File: config.mk
export PLATFORM = sky130hd
export DESIGN_NAME = csa_multiword_seq_flat
export DESIGN_NICKNAME = d
export VERILOG_FILES = /design/src/rtl/csa_multiword_seq_if.sv /design/src/rtl/csa_multiword_seq.sv /design/src/flat_wrapper.sv
export SDC_FILE = /design/constraint.sdc
export NUM_CORES = 1
export LEC_CHECK = 0
export ABC_AREA = 1
export BUFFER_PORTS_ARGS = -buffer_cell sky130_fd_sc_hd__buf_2
export CAP_MARGIN = 20
export CORE_ASPECT_RATIO = 1.4
export CORE_UTILIZATION = 56
export DETAILED_ROUTE_END_ITERATION = 10
export HOLD_SLACK_MARGIN = 0.03
export PLACE_DENSITY = 0.86
export SLEW_MARGIN = 30
export SYNTH_ARGS = -nofsm -noshare
export SYNTH_HDL_FRONTEND = slang
export SYNTH_SLANG_ARGS = --single-unit
File: constraint.sdc
create_clock -name clk -period 2.7 [get_ports clk]
set_input_delay 0.135 -clock clk [delete_from_list [all_inputs] [get_ports clk]]
set_output_delay 0.135 -clock clk [all_outputs]
set_load 0.005 [all_outputs]
File: src/rtl/csa_multiword_seq_if.sv
// Handshake bundle for csa_multiword_seq.
//   master: operand producer / result consumer (drives start, operands, out_ready)
//   slave : the sequencer (drives in_ready, result word, status)
// Signals:
//   start, Cin_init          operation launch and initial carry
//   in_valid/in_ready        operand word handshake (A_word, B_word, LSW first)
//   out_valid/out_ready      result word handshake (Sum_word, out_last, Cout_final)
//   busy, done               status: not idle / last word handed off
interface csa_multiword_seq_if;
  logic        start;
  logic        Cin_init;
  logic        in_valid;
  logic        in_ready;
  logic [15:0] A_word;
  logic [15:0] B_word;
  logic        out_valid;
  logic        out_ready;
  logic [15:0] Sum_word;
  logic        out_last;
  logic        Cout_final;
  logic        busy;
  logic        done;

  modport master (
    output start, Cin_init, in_valid, A_word, B_word, out_ready,
    input  in_ready, out_valid, Sum_word, out_last, Cout_final, busy, done
  );

  modport slave (
    input  start, Cin_init, in_valid, A_word, B_word, out_ready,
    output in_ready, out_valid, Sum_word, out_last, Cout_final, busy, done
  );
endinterface

File: src/rtl/csa_multiword_seq.sv
// Multi-word adder sequencer: one 16-bit carry-select adder reused over WORDS cycles
// to add two (16*WORDS)-bit operands streamed LSW first. The inter-word carry lives
// in carry_q; results leave through a single-stage registered valid/ready output.
// Ports:
//   clk  rising-edge clock
//   rst  asynchronous active-high reset
//   bus  csa_multiword_seq_if.slave (operand input, result output, status)
module csa_multiword_seq #(
  parameter int unsigned WORDS = 4,
  parameter int unsigned CW    = $clog2(WORDS)
) (
  input logic               clk,
  input logic               rst,
  csa_multiword_seq_if.slave bus
);

  typedef enum logic [1:0] {StIdle, StRun, StFlush} state_e;

  state_e        state_q, state_d;
  logic          carry_q, carry_d;
  logic [CW-1:0] cnt_q, cnt_d;
  logic          out_valid_q, out_valid_d;
  logic [15:0]   sum_q, sum_d;
  logic          last_q, last_d;
  logic          cout_q, cout_d;

  logic          in_ready;
  logic          done;
  logic          is_last;
  logic [15:0]   add_sum;
  logic          add_cout;

  // 16-bit carry-select adder: four 4-bit blocks each precompute the sum for carry-in
  // 0 and 1, and the incoming block carry picks one.
  function automatic logic [16:0] csa16(input logic [15:0] a, input logic [15:0] b,
                                        input logic cin);
    logic [15:0] s;
    logic        c;
    logic [4:0]  r0;
    logic [4:0]  r1;
    c = cin;
    s = '0;
    for (int k = 0; k < 4; k++) begin
      r0 = {1'b0, a[4*k +: 4]} + {1'b0, b[4*k +: 4]};
      r1 = r0 + 5'd1;
      s[4*k +: 4] = c ? r1[3:0] : r0[3:0];
      c = c ? r1[4] : r0[4];
    end
    return {c, s};
  endfunction

  assign {add_cout, add_sum} = csa16(bus.A_word, bus.B_word, carry_q);
  assign is_last = (cnt_q == CW'(WORDS - 1));

  always_comb begin
    state_d     = state_q;
    carry_d     = carry_q;
    cnt_d       = cnt_q;
    out_valid_d = out_valid_q;
    sum_d       = sum_q;
    last_d      = last_q;
    cout_d      = cout_q;
    in_ready    = 1'b0;
    done        = 1'b0;

    case (state_q)
      StIdle: begin
        if (bus.start) begin
          carry_d = bus.Cin_init;
          cnt_d   = '0;
          state_d = StRun;
        end
      end
      StRun: begin
        // Single output stage: accept only when it is empty or draining this cycle.
        in_ready = !out_valid_q || bus.out_ready;
        if (bus.in_valid && in_ready) begin
          sum_d       = add_sum;
          out_valid_d = 1'b1;
          last_d      = is_last;
          carry_d     = add_cout;
          cnt_d       = cnt_q + CW'(1);
          if (is_last) begin
            cout_d  = add_cout;
            state_d = StFlush;
          end
        end else if (bus.out_ready) begin
          out_valid_d = 1'b0;
        end
      end
      StFlush: begin
        if (out_valid_q && bus.out_ready) begin
          out_valid_d = 1'b0;
          done        = 1'b1;
          state_d     = StIdle;
        end
      end
      default: state_d = StIdle;
    endcase
  end

  always_ff @(posedge clk or posedge rst) begin
    if (rst) begin
      state_q     <= StIdle;
      carry_q     <= 1'b0;
      cnt_q       <= '0;
      out_valid_q <= 1'b0;
      sum_q       <= '0;
      last_q      <= 1'b0;
      cout_q      <= 1'b0;
    end else begin
      state_q     <= state_d;
      carry_q     <= carry_d;
      cnt_q       <= cnt_d;
      out_valid_q <= out_valid_d;
      sum_q       <= sum_d;
      last_q      <= last_d;
      cout_q      <= cout_d;
    end
  end

  assign bus.in_ready   = in_ready;
  assign bus.out_valid  = out_valid_q;
  assign bus.Sum_word   = sum_q;
  assign bus.out_last   = last_q;
  assign bus.Cout_final = cout_q;
  assign bus.busy       = (state_q != StIdle);
  assign bus.done       = done;

endmodule

File: src/flat_wrapper.sv
// flat-port wrapper written by rule: the top's interface ports become plain ports
module csa_multiword_seq_flat 
#(
  parameter int unsigned WORDS = 4,
  parameter int unsigned CW    = $clog2(WORDS)
)
  (clk, rst, bus_start, bus_Cin_init, bus_in_valid, bus_A_word, bus_B_word, bus_out_ready, bus_in_ready, bus_out_valid, bus_Sum_word, bus_out_last, bus_Cout_final, bus_busy, bus_done);
  csa_multiword_seq_if bus_i ();
  input logic clk;
  input logic rst;
  input wire logic [$bits(bus_i.start)-1:0] bus_start;
  input wire logic [$bits(bus_i.Cin_init)-1:0] bus_Cin_init;
  input wire logic [$bits(bus_i.in_valid)-1:0] bus_in_valid;
  input wire logic [$bits(bus_i.A_word)-1:0] bus_A_word;
  input wire logic [$bits(bus_i.B_word)-1:0] bus_B_word;
  input wire logic [$bits(bus_i.out_ready)-1:0] bus_out_ready;
  output wire logic [$bits(bus_i.in_ready)-1:0] bus_in_ready;
  output wire logic [$bits(bus_i.out_valid)-1:0] bus_out_valid;
  output wire logic [$bits(bus_i.Sum_word)-1:0] bus_Sum_word;
  output wire logic [$bits(bus_i.out_last)-1:0] bus_out_last;
  output wire logic [$bits(bus_i.Cout_final)-1:0] bus_Cout_final;
  output wire logic [$bits(bus_i.busy)-1:0] bus_busy;
  output wire logic [$bits(bus_i.done)-1:0] bus_done;
  assign bus_i.start = bus_start;
  assign bus_i.Cin_init = bus_Cin_init;
  assign bus_i.in_valid = bus_in_valid;
  assign bus_i.A_word = bus_A_word;
  assign bus_i.B_word = bus_B_word;
  assign bus_i.out_ready = bus_out_ready;
  assign bus_in_ready = bus_i.in_ready;
  assign bus_out_valid = bus_i.out_valid;
  assign bus_Sum_word = bus_i.Sum_word;
  assign bus_out_last = bus_i.out_last;
  assign bus_Cout_final = bus_i.Cout_final;
  assign bus_busy = bus_i.busy;
  assign bus_done = bus_i.done;
  csa_multiword_seq #(.WORDS(WORDS), .CW(CW)) u_core (.clk(clk), .rst(rst), .bus(bus_i));
endmodule
==> results of run 1 <==
final cells by class:
cell class	instances	area [µm²]
Inverter	41	153.9
Clock inverter	1	30.03
Fill cell	302	977.2
Timing Repair Buffer	61	312.8
Tap cell	40	50.05
Clock buffer	3	41.29
Sequential cell	24	600.6
Multi-Input combinational cell	200	1212
flip-flops by register name (all words and copies together), names as in the netlist:
signal and flops:
u_core.bus.out_last 1, u_core.bus.Sum_word 16, u_core.bus.Cout_final 1, u_core.carry_q 1, u_core.state_q 2, u_core.bus.out_valid 1
u_core.cnt_q 2
layout by cell type (no fill, tap or decap), drive strengths merged, types with 2 or more instances in the layout:
cell type	n
a21oi	8
o21a	2
o21ai	15
buf	60
dfrtp	24
nand2	87
clkbuf	3
xnor2	7
nor2	18
xor2	7
fa	4
nand4	3
inv	40
a31oi	3
nand3	19
ha	21
worst reg2reg max path, cell delays in order (launching register included):
cell,delay [ns]
dfrtp_1,0.39
inv_1,0.08
o21ai_0,0.21
nor2_1,0.06
buf_4,0.19
inv_1,0.50
nand2_1,0.13
inv_1,0.15
nor2_1,0.06
nand2_1,0.06
nand2_1,0.05
layer usage:
metal,track usage [%],vias to the layer above
met5,0,-
met4,5.848,0
met3,1.887,4
met2,41.03,30
met1,25.29,842
li1,-,970
power groups by stage:
stage	combinational [mW]	sequential (mW)	clock, mW
after floorplan	0.530	0.636	0
after global placement	0.802	0.629	0
after detailed placement	0.825	0.632	0
after CTS	0.838	0.627	0.317
after global routing	0.961	0.646	0.331
final	0.828	0.628	0.316
worst min path at each step:
stage	start	to	slack (ns)	cells past startpoint
floorplan	rst	u_core.bus.Cout_final	0.15	1
global placement	rst	u_core.carry_q	0.36	2
detailed placement	rst	u_core.state_q[0]	0.37	2
CTS	rst	u_core.state_q[0]	0.08	2
global route	bus_start	u_core.state_q[0]	0.11	3
finish	bus_start	u_core.state_q[0]	0.10	3
cell families (layout without fill, tap and decap cells):
kind of cell             Yosys count  in the layout  share of synthesized area (%)
XOR/XNOR                          14             14                          6.191
AO/OA/AOI/OAI                     31             31                          8.718
AND/OR/NAND/NOR                  130            130                          29.00
buffers and inverters             44            106                          8.465
flip-flops                        24             24                          30.32
adder cells (fa/ha/maj)           25             25                          17.31
==> impl_metrics.sql, run 1 <==
INSERT INTO impl_metrics (metric_group, metric, value, unit) VALUES
('placed_design', 'dpl-instance-area', '2320', 'µm²'),
('worst_setup_path', 'critPathCapture', 'u_core.bus.Sum_word[15]', ''),
('logic_synthesis', 'synth.cell_area', '1981', 'µm²'),
('floorplan', 'rows', '25', ''),
('power_and_ir_drop', 'leakage_component_of_the_power', '1.403', 'nW'),
('cts', 'ctsLongestPathBuffers', '2', ''),
('sta', 'report.final.slew_viol_count', '0', ''),
('final_layout', 'finalCoreUtilization', '71.07', '%'),
('sta', 'setup_viol', '0', ''),
('sta', 'grt_setup_unrepaired', 'false', ''),
('worst_setup_path', 'critPathMaxStageDelay', '0.43', 'ns'),
('worst_setup_path', 'ff2ff_path_depth', '10', ''),
('sta', 'min_period', '2.138', 'ns'),
('cts', 'cts.repair_timing.setup_buffer_count', '0', ''),
('cts', 'cts.htree.levels', '1', ''),
('global_route', 'largest_net_degree_at_the_start_of_global_routing', '25', ''),
('cts', 'holdBufCountCts', '0', ''),
('logic_synthesis', 'synth.cells.most_frequent', 'nand2_1 (79), inv_1 (39), dfrtp_1 (24)', ''),
('global_route', 'global_route.overflow_total', '0', ''),
('power_and_ir_drop', 'vdd.ir_drop.worst', '0.4794', 'mV'),
('floorplan', 'die_height', '72.37', 'µm'),
('outcome', 'run_status', 'finished, final reports clean', ''),
('worst_setup_path', 'worst-path-buf-inv', '4', ''),
('worst_setup_path', 'crit_path_start', 'bus_B_word[0]', ''),
('floorplan', 'dieWidth', '52.26', 'µm'),
('logic_synthesis', 'post-synth-top-area-cell', 'dfrtp_1', ''),
('cts', 'clk_pin_slew_worst_setup_hold_paths', '0.09', 'ns'),
('sta', 'max_clock_freq', '467.7', 'MHz'),
('global_route', 'grt_total_usage', '21.70', '%'),
('route', 'post_drt_via_cell_ratio', '4.989', ''),
('global_route', 'grt_pass1_wl', '6.458', 'mm'),
('power_and_ir_drop', 'clock_power_share', '17.9', '%'),
('final_layout', 'final_design_area_no_fill', '2401', 'µm²'),
('worst_setup_path', 'path_max_fanout', '7', ''),
('cts', 'clock_insertion_delay_worst_skew', '0.27', 'ns'),
('logic_synthesis', 'post_synth_main_area_contributors', 'dfrtp_1 (30%), nand2_1 (15%), ha_1 (13%)', ''),
('sta', 'fin_worst_hold_slack', '0.1041', 'ns'),
('route', 'route.final.wire_length', '3.776', 'mm'),
('logic_synthesis', 'synth-seq-area-share', '30.32', '%'),
('sta', 'final.setup.worst_slack', '0.5617', 'ns'),
('route', 'dr.pass1.iters', '4', ''),
('worst_hold_path', 'worst_hold_check_path_type', 'input port to flop', ''),
('final_layout', 'diode_count', '0', ''),
('flow_run', 'cap_violations', '0', ''),
('logic_synthesis', 'synth-edff-count', '0', ''),
('sta', 'max_slew.worst_pin.slew', '0.8457', 'ns'),
('worst_setup_path', 'worst_ep_arrival_time', '2.30', 'ns'),
('global_route', 'first_global_vias', '1645', ''),
('logic_synthesis', 'post-synth-top-area-fraction', '30.32', '%'),
('route', 'maxUsedRoutingLayer', 'met4', ''),
('worst_setup_path', 'worst_r2r_startpoint', 'u_core.bus.out_valid', ''),
('power_and_ir_drop', 'finalPower', '1.772', 'mW'),
('logic_synthesis', 'synth_warnings', '0', ''),
('power_and_ir_drop', 'portion_of_total_power_attributed_to_sequential_cells', '35.4', '%'),
('worst_setup_path', 'crit_path_max_delay_cell_type', 'fa_1', ''),
('final_layout', 'post_route_cells_drive_above_1_share', '23.03', '%'),
('worst_setup_path', 'critical-path-top-delay-family', 'simple AND/OR/NAND/NOR gates', ''),
('worst_setup_path', 'regToRegSetupSlack', '0.71', 'ns'),
('power_and_ir_drop', 'switching_share_of_power', '38.70', '%'),
('route', 'detailedRoute.firstIterationViolations', '28', ''),
('route', 'detail_route.wl_per_cell', '10.21', 'µm'),
('logic_synthesis', 'synth.net_count', '331', ''),
('power_and_ir_drop', 'combPwrFrac', '46.7', '%'),
('floorplan', 'core', '3378', 'µm²'),
('global_route', 'antenna_found_initial', '0', ''),
('placed_design', 'numPlacedInstances', '365', ''),
('floorplan', 'start_util', '58.63', '%'),
('sta', 'finClkSkew', '0.001696', 'ns'),
('cts', 'cts-buffers-inserted', '3', ''),
('cts', 'clk_root_buffer_cell', 'clkbuf_8', ''),
('logic_synthesis', 'post-synth-top-count-cell', 'nand2_1', '');
Note: power is estimated with default switching activity, not from simulation.
==> run 2, diff against run 1 <==
CORE_UTILIZATION = 52   (was 56)
PLACE_DENSITY = 0.81   (was 0.86)
clock period = 2 ns   (was 2.7 ns; I/O delays follow)
==> impl_metrics.sql, run 2 (same netlist as run 1, synthesis figures left out) <==
INSERT INTO impl_metrics (metric_group, metric, value, unit) VALUES
('outcome', 'run_status', 'finished with violations', ''),
('outcome', 'violated_checks', 'setup timing', ''),
('final_layout', 'largest_register_ffs', '16', ''),
('sta', 'worst_relative_slew_slack', '68.52', '%'),
('power_and_ir_drop', 'power_density', '978.4', 'nW/µm²'),
('sta', 'fin_worst_hold_slack', '0.04443', 'ns'),
('worst_setup_path', 'worst-endpoint-required', '2.17', 'ns'),
('global_route', 'grt_total_usage', '23.83', '%'),
('final_layout', 'instances_no_fill', '387', ''),
('worst_setup_path', 'critPathKind', 'input port to flop', ''),
('cts', 'tritoncts', 'done', ''),
('route', 'route.final.wire_length', '4.519', 'mm'),
('global_route', 'first_global_vias', '1852', ''),
('floorplan', 'die_height', '75.03', 'µm'),
('flow_run', 'cap_violations', '0', ''),
('placed_design', 'port_buffers', '59', ''),
('route', 'post_drt_via_cell_ratio', '5.109', ''),
('floorplan', 'fp.dieArea', '4063', 'µm²'),
('placed_design', 'hpwlAfterDp', '3.542', 'mm'),
('worst_setup_path', 'path_max_fanout', '7', ''),
('cts', 'cts.htree.levels', '1', ''),
('route', 'dr.pass1.iters', '4', ''),
('floorplan', 'rows', '26', ''),
('final_layout', 'diode_count', '0', ''),
('sta', 'final-hold-violation-count', '0', ''),
('sta', 'tns', '-0.007394', 'ns'),
('cts', 'clk_pin_slew_worst_setup_hold_paths', '0.09', 'ns'),
('placed_design', 'numPlacedInstances', '380', ''),
('worst_setup_path', 'worst_setup_path_start_kind', 'input port', ''),
('power_and_ir_drop', 'leakage_component_of_the_power', '1.485', 'nW'),
('final_layout', 'layout.cells.most_common', 'nand2_1', ''),
('sta', 'max_slew.worst_pin.slew', '0.4717', 'ns'),
('sta', 'setup_viol', '1', ''),
('final_layout', 'layout.cells.most_common_list', 'nand2_1 (77), buf_2 (57), inv_1 (37)', ''),
('placed_design', 'routabilityCongestion', '0.8412', ''),
('route', 'detail_route.drc_violations', '0', ''),
('floorplan', 'dieWidth', '54.16', 'µm'),
('sta', 'finClkSkew', '0.003976', 'ns'),
('final_layout', 'final_design_area_no_fill', '2585', 'µm²'),
('cts', 'cts-buffers-inserted', '3', ''),
('global_route', 'largest_net_degree_at_the_start_of_global_routing', '25', ''),
('cts', 'clkSinkCount', '24', ''),
('cts', 'clock_insertion_delay_worst_skew', '0.28', 'ns'),
('route', 'detailedRoute.firstIterationViolations', '44', ''),
('floorplan', 'start_util', '54.36', '%'),
('final_layout', 'flow.area_growth_from_synthesis', '30.51', '%'),
('sta', 'final.setup.worst_slack', '-0.007394', 'ns'),
('worst_setup_path', 'worst_ep_arrival_time', '2.18', 'ns'),
('cts', 'ctsLongestPathBuffers', '2', ''),
('sta', 'grt_setup_unrepaired', 'true', ''),
('sta', 'max_clock_freq', '498.2', 'MHz'),
('worst_setup_path', 'timing.critical_path.to_type', 'flop', ''),
('route', 'detail_route.wl_per_cell', '11.68', 'µm'),
('final_layout', 'post_route_cells_drive_above_1_share', '29.28', '%'),
('route', 'vias', '1977', ''),
('floorplan', 'core', '3643', 'µm²'),
('sta', 'min_period', '2.007', 'ns'),
('power_and_ir_drop', 'finalPower', '2.529', 'mW'),
('power_and_ir_drop', 'vdd.ir_drop.worst', '0.7202', 'mV'),
('global_route', 'global_route.overflow_total', '0', ''),
('global_route', 'grt_pass1_wl', '7.224', 'mm'),
('worst_hold_path', 'worst_hold_check_path_type', 'input port to flop', ''),
('final_layout', 'fin_nets', '409', ''),
('placed_design', 'dpl-instance-area', '2440', 'µm²'),
('sta', 'crit_share_post_route', '100.4', '%'),
('floorplan', 'floorplan.io_pins', '60', ''),
('sta', 'report.final.slew_viol_count', '0', ''),
('route', 'antenna_left', '0', ''),
('cts', 'clk_root_buffer_cell', 'clkbuf_8', ''),
('global_route', 'antenna_found_initial', '0', '');
## run 2: changes by cell type in the layout (fill, tap and decap cells not counted), sizes merged
cell | before | now
buf | 60 | 75
clkinv | 1 | 0
inv | 40 | 41
## run 2: worst paths after layout
check,start,end,slack [ns],cells after the start
setup reg to reg,u_core.state_q[1],u_core.bus.Sum_word[5],0.28,7
hold / removal,bus_start,u_core.state_q[0],0.04,3
hold reg to reg,u_core.bus.out_last,u_core.bus.out_last,0.48,2
setup / recovery,bus_B_word[0],u_core.bus.Sum_word[14],-0.007,19
min in group asynchronous,rst,u_core.bus.Sum_word[3],0.41,4
max in group asynchronous,rst,u_core.state_q[0],1.34,4
## run 2: metrics by stage
stage | setup slack, ns | utilization (%)
global placement | -0.1957 | 66.96
CTS | 0.004095 | 69.37
global route | -0.1632 | 70.95
finish | -0.007394 | 70.95
floorplan | -0.02621 | -
detailed placement | -0.2562 | 66.96
## run 2: timing repair
action                                  CTS  global route
endpoints found under the setup margin    2            13
buffers inserted                          0             2
hold buffers                              1             0
resized for setup                         1            12
hold endpoints to repair                 24             0
pin swaps                                 9            16
## run 2: where the power goes
part | internal, mW | leakage [nW] | switching [mW]
combinational | 0.560 | 1.16 | 0.679
clock | 0.268 | 0.0357 | 0.174
sequential | 0.709 | 0.294 | 0.139
## run 2: area by class of cell
cell class	count	area (µm²)
Clock inverter	1	30.03
Tap cell	42	52.55
Fill cell	316	1059
Sequential cell	24	600.6
Timing Repair Buffer	76	437.9
Clock buffer	3	41.29
Multi-Input combinational cell	200	1266
Inverter	41	156.4
## run 2: routing by layer
metal	vias up	global-route usage, %	wire (µm)	share of wire [%]
met3	5	2.222	176	3.9
li1	1007	-	-	-
met5	-	0	0	0
met4	0	10.26	63	1.4
met1	913	24.81	1722	38
met2	52	46.07	2556	57
## run 2: worst max-delay path, stage by stage
cell	delay, ns
buf_6	0.10
ha_4	0.15
inv_2	0.05
fa_1	0.44
inv_1	0.09
ha_2	0.17
nand2_2	0.07
nor2_4	0.10
nand4_1	0.20
nand2_4	0.15
nand2_4	0.07
nand2_4	0.09
nand2_4	0.07
nand2_8	0.09
inv_4	0.04
nand2_1	0.04
nand2_1	0.05
nand2_1	0.05
nand2_1	0.05
==> run 3, diff against run 2 <==
ABC_AREA = 0   (was 1)
==> impl_metrics.sql, run 3 <==
INSERT INTO impl_metrics (metric_group, metric, value, unit) VALUES
('outcome', 'run_status', 'finished with violations', ''),
('outcome', 'violated_checks', 'setup timing', ''),
('placed_design', 'hpwlAfterDp', '3.446', 'mm'),
('worst_setup_path', 'worst_ep_arrival_time', '2.78', 'ns'),
('final_layout', 'layout.cells.most_common_list', 'buf_2 (57), nand2_1 (31), buf_4 (30)', ''),
('logic_synthesis', 'syn_area_per_cell', '9.535', 'µm²'),
('power_and_ir_drop', 'combPwrFrac', '49.1', '%'),
('logic_synthesis', 'post-synth-top-count-cell', 'nand2_1', ''),
('floorplan', 'fp.dieArea', '3974', 'µm²'),
('logic_synthesis', 'number_of_instances_in_the_synthesized_netlist', '203', ''),
('sta', 'max_slew.worst_pin.slew', '0.3777', 'ns'),
('worst_setup_path', 'timing.critical_path.to_type', 'flop', ''),
('logic_synthesis', 'synth-seq-area-share', '31.03', '%'),
('route', 'route.final.wire_length', '4.679', 'mm'),
('worst_hold_path', 'worst_hold_check_path_type', 'input port to flop', ''),
('cts', 'tritoncts', 'done', ''),
('cts', 'clk_root_buffer_cell', 'clkbuf_8', ''),
('cts', 'clock_insertion_delay_worst_skew', '0.27', 'ns'),
('global_route', 'largest_net_degree_at_the_start_of_global_routing', '35', ''),
('floorplan', 'core', '3472', 'µm²'),
('worst_setup_path', 'crit_path_cell_trace', 'buf_6 -> ha_4 -> inv_2 -> fa_2 -> inv_2 -> ha_4 -> nand4_1 -> mux2i_2 -> buf_4 -> a2111oi_4 -> a211oi_4 -> nand4_4 -> xnor2_2 -> or4_1 -> nand3_1', ''),
('logic_synthesis', 'synth.net_count', '266', ''),
('worst_setup_path', 'critPathKind', 'input port to flop', ''),
('worst_setup_path', 'worst_setup_path_start_kind', 'input port', ''),
('cts', 'clkSinkCount', '24', ''),
('final_layout', 'multiInputGateArea', '1380', 'µm²'),
('floorplan', 'die_height', '74.19', 'µm'),
('power_and_ir_drop', 'switchingPower', '0.9579', 'mW'),
('worst_setup_path', 'ff2ff_path_depth', '9', ''),
('logic_synthesis', 'post-synth-top-area-fraction', '31.03', '%'),
('logic_synthesis', 'postSynth.topFlopCell', 'dfrtp_1', ''),
('power_and_ir_drop', 'power_density', '956.4', 'nW/µm²'),
('floorplan', 'dieWidth', '53.57', 'µm'),
('global_route', 'first_global_vias', '1836', ''),
('sta', 'fin_worst_hold_slack', '0.1326', 'ns'),
('worst_setup_path', 'worst-endpoint-required', '2.21', 'ns'),
('route', 'detail_route.drc_violations', '0', ''),
('sta', 'crit_share_post_route', '128.2', '%'),
('power_and_ir_drop', 'portion_of_total_power_attributed_to_sequential_cells', '33.9', '%'),
('final_layout', 'final_design_area_no_fill', '2686', 'µm²'),
('final_layout', 'diode_count', '0', ''),
('global_route', 'global_route.overflow_total', '0', ''),
('cts', 'cts-buffers-inserted', '3', ''),
('logic_synthesis', 'synth_warnings', '0', ''),
('sta', 'final-hold-violation-count', '0', ''),
('sta', 'final.setup.worst_slack', '-0.5642', 'ns'),
('floorplan', 'rows', '25', ''),
('route', 'vias', '1807', ''),
('flow_run', 'cap_violations', '0', ''),
('logic_synthesis', 'post-synth-top-area-cell', 'dfrtp_1', ''),
('placed_design', 'dpl-instance-area', '2524', 'µm²'),
('logic_synthesis', 'ys_ff_latch', '24', ''),
('final_layout', 'final-seq-area', '600.6', 'µm²'),
('final_layout', 'flow.area_growth_from_synthesis', '38.78', '%'),
('global_route', 'antenna_found_initial', '0', ''),
('route', 'dr.pass1.iters', '4', ''),
('power_and_ir_drop', 'leakage_component_of_the_power', '1.376', 'nW'),
('logic_synthesis', 'synth.cells.most_frequent', 'nand2_1 (31), dfrtp_1 (24), ha_1 (21)', ''),
('global_route', 'grt_pass1_wl', '7.562', 'mm'),
('cts', 'cts.htree.levels', '1', ''),
('logic_synthesis', 'synth.cell_area', '1936', 'µm²'),
('worst_setup_path', 'critical-path-top-delay-family', 'simple AND/OR/NAND/NOR gates', ''),
('sta', 'report.final.slew_viol_count', '0', ''),
('sta', 'grt_setup_unrepaired', 'true', ''),
('route', 'antenna_left', '0', ''),
('placed_design', 'port_buffers', '59', ''),
('logic_synthesis', 'ys_types', '43', ''),
('final_layout', 'post_route_cells_drive_above_1_share', '39.04', '%'),
('final_layout', 'n_fill_cell', '252', ''),
('worst_setup_path', 'worst-path-buf-inv', '4', ''),
('power_and_ir_drop', 'power.internal', '1.611', 'mW'),
('worst_setup_path', 'path_max_fanout', '4', ''),
('worst_setup_path', 'crit_path_max_delay_cell_type', 'fa_2', ''),
('power_and_ir_drop', 'vdd.ir_drop.worst', '0.7484', 'mV'),
('sta', 'min_period', '2.564', 'ns'),
('final_layout', 'largest_register_ffs', '16', ''),
('floorplan', 'start_util', '55.75', '%'),
('route', 'detail_route.wl_per_cell', '14.09', 'µm'),
('worst_hold_path', 'worstHoldPathCells', '4', ''),
('sta', 'worst_relative_slew_slack', '74.66', '%'),
('sta', 'max_clock_freq', '390.0', 'MHz'),
('floorplan', 'floorplan.io_pins', '60', ''),
('final_layout', 'layout.cells.most_common', 'buf_2', ''),
('route', 'detailedRoute.firstIterationViolations', '36', ''),
('sta', 'finClkSkew', '0.002387', 'ns'),
('cts', 'clk_pin_slew_worst_setup_hold_paths', '0.09', 'ns'),
('worst_setup_path', 'critPathMaxStageDelay', '0.45', 'ns'),
('worst_setup_path', 'path_depth', '15', ''),
('power_and_ir_drop', 'clock_power_share', '17.1', '%'),
('placed_design', 'routabilityCongestion', '0.8104', ''),
('global_route', 'grt_total_usage', '26.20', '%'),
('logic_synthesis', 'synth-edff-count', '0', ''),
('power_and_ir_drop', 'switching_share_of_power', '37.28', '%'),
('logic_synthesis', 'synth-async-reset-ratio', '100.0', '%'),
('route', 'post_drt_via_cell_ratio', '5.443', ''),
('final_layout', 'fin_nets', '356', ''),
('sta', 'setup_viol', '11', ''),
('logic_synthesis', 'post_synth_main_area_contributors', 'dfrtp_1 (31%), ha_1 (14%), nand2_1 (6.0%)', ''),
('cts', 'ctsLongestPathBuffers', '2', '');
-- run 3: path summary, 6_finish.rpt --
check | slack, ns | startpoint | end
setup reg to reg | -0.23 | u_core.carry_q | u_core.bus.Sum_word[15]
hold reg to reg | 0.48 | u_core.bus.Sum_word[1] | u_core.bus.Sum_word[1]
hold / removal | 0.13 | bus_out_ready | u_core.bus.out_valid
min in group asynchronous | 0.42 | rst | u_core.bus.out_valid
max in group asynchronous | 1.34 | rst | u_core.bus.Sum_word[6]
setup / recovery | -0.56 | bus_B_word[0] | u_core.bus.Sum_word[15]
-- run 3: routing by layer --
layer	part of all wire, %	wire, µm	track usage (%)	up-vias
li1	-	-	-	895
met1	36	1697	24.81	846
met2	58	2696	52.36	51
met3	2.9	138	2.658	15
met4	3.1	147	13.45	0
met5	0	0	0	-
-- run 3: logic make-up after synthesis --
group           Yosys count  share of synthesized area [%]
compound gates           48                          17.52
xor+xnor                 21                          9.890
simple gates             61                          16.35
fa+ha+maj                25                          17.71
buf+inv                  16                          3.297
mux                       8                          4.202
flops                    24                          31.03
-- run 3: through the flow --
step / setup TNS (ns) / power [mW] / setup slack (ns) / cells / util, %
4_1_cts: -3.625 / 2.560 / -0.5290 / 332 / 77.12
3_5_place_dp: -8.212 / 2.075 / -0.8803 / 326 / 72.68
5_1_grt: -5.338 / 2.771 / -0.6712 / 332 / 77.37
6_report: -4.053 / 2.569 / -0.5642 / 332 / 77.37
2_1_floorplan: -5.458 / 1.561 / -0.7571 / 203 / -
3_3_place_gp: -7.375 / 2.012 / -0.8024 / 326 / 72.68
-- run 3: what timing repair did --
| item | in CTS | in global routing |
|---|---|---|
| pin swaps | 6 | 1 |
| buffers inserted | 1 | 0 |
| hold endpoints to repair | 24 | 0 |
| resized for setup | 9 | 2 |
| hold buffers | 1 | 0 |
| endpoints found under the setup margin | 11 | 12 |
-- run 3: power groups by stage --
stage | combinational [mW] | sequential, mW | clock, mW
2_1_floorplan | 0.717 | 0.845 | 0
3_3_place_gp | 1.15 | 0.862 | 0
4_1_cts | 1.25 | 0.867 | 0.440
5_1_grt | 1.41 | 0.902 | 0.459
6_report | 1.26 | 0.870 | 0.438
3_5_place_dp | 1.20 | 0.870 | 0
-- run 3: final cells by class --
cell class                      instances  area share [%]
Multi-Input combinational cell        163           51.37
Clock buffer                            3           1.537
Tap cell                               40           1.863
Sequential cell                        24           22.36
Inverter                               11           1.537
Clock inverter                          1           1.118
Timing Repair Buffer                   90           20.21
-- run 3: worst min-delay path: stages --
cell and delay (ns):
buf_2 0.12, nand2_1 0.05, nand2_1 0.04, o21ai_0 0.06
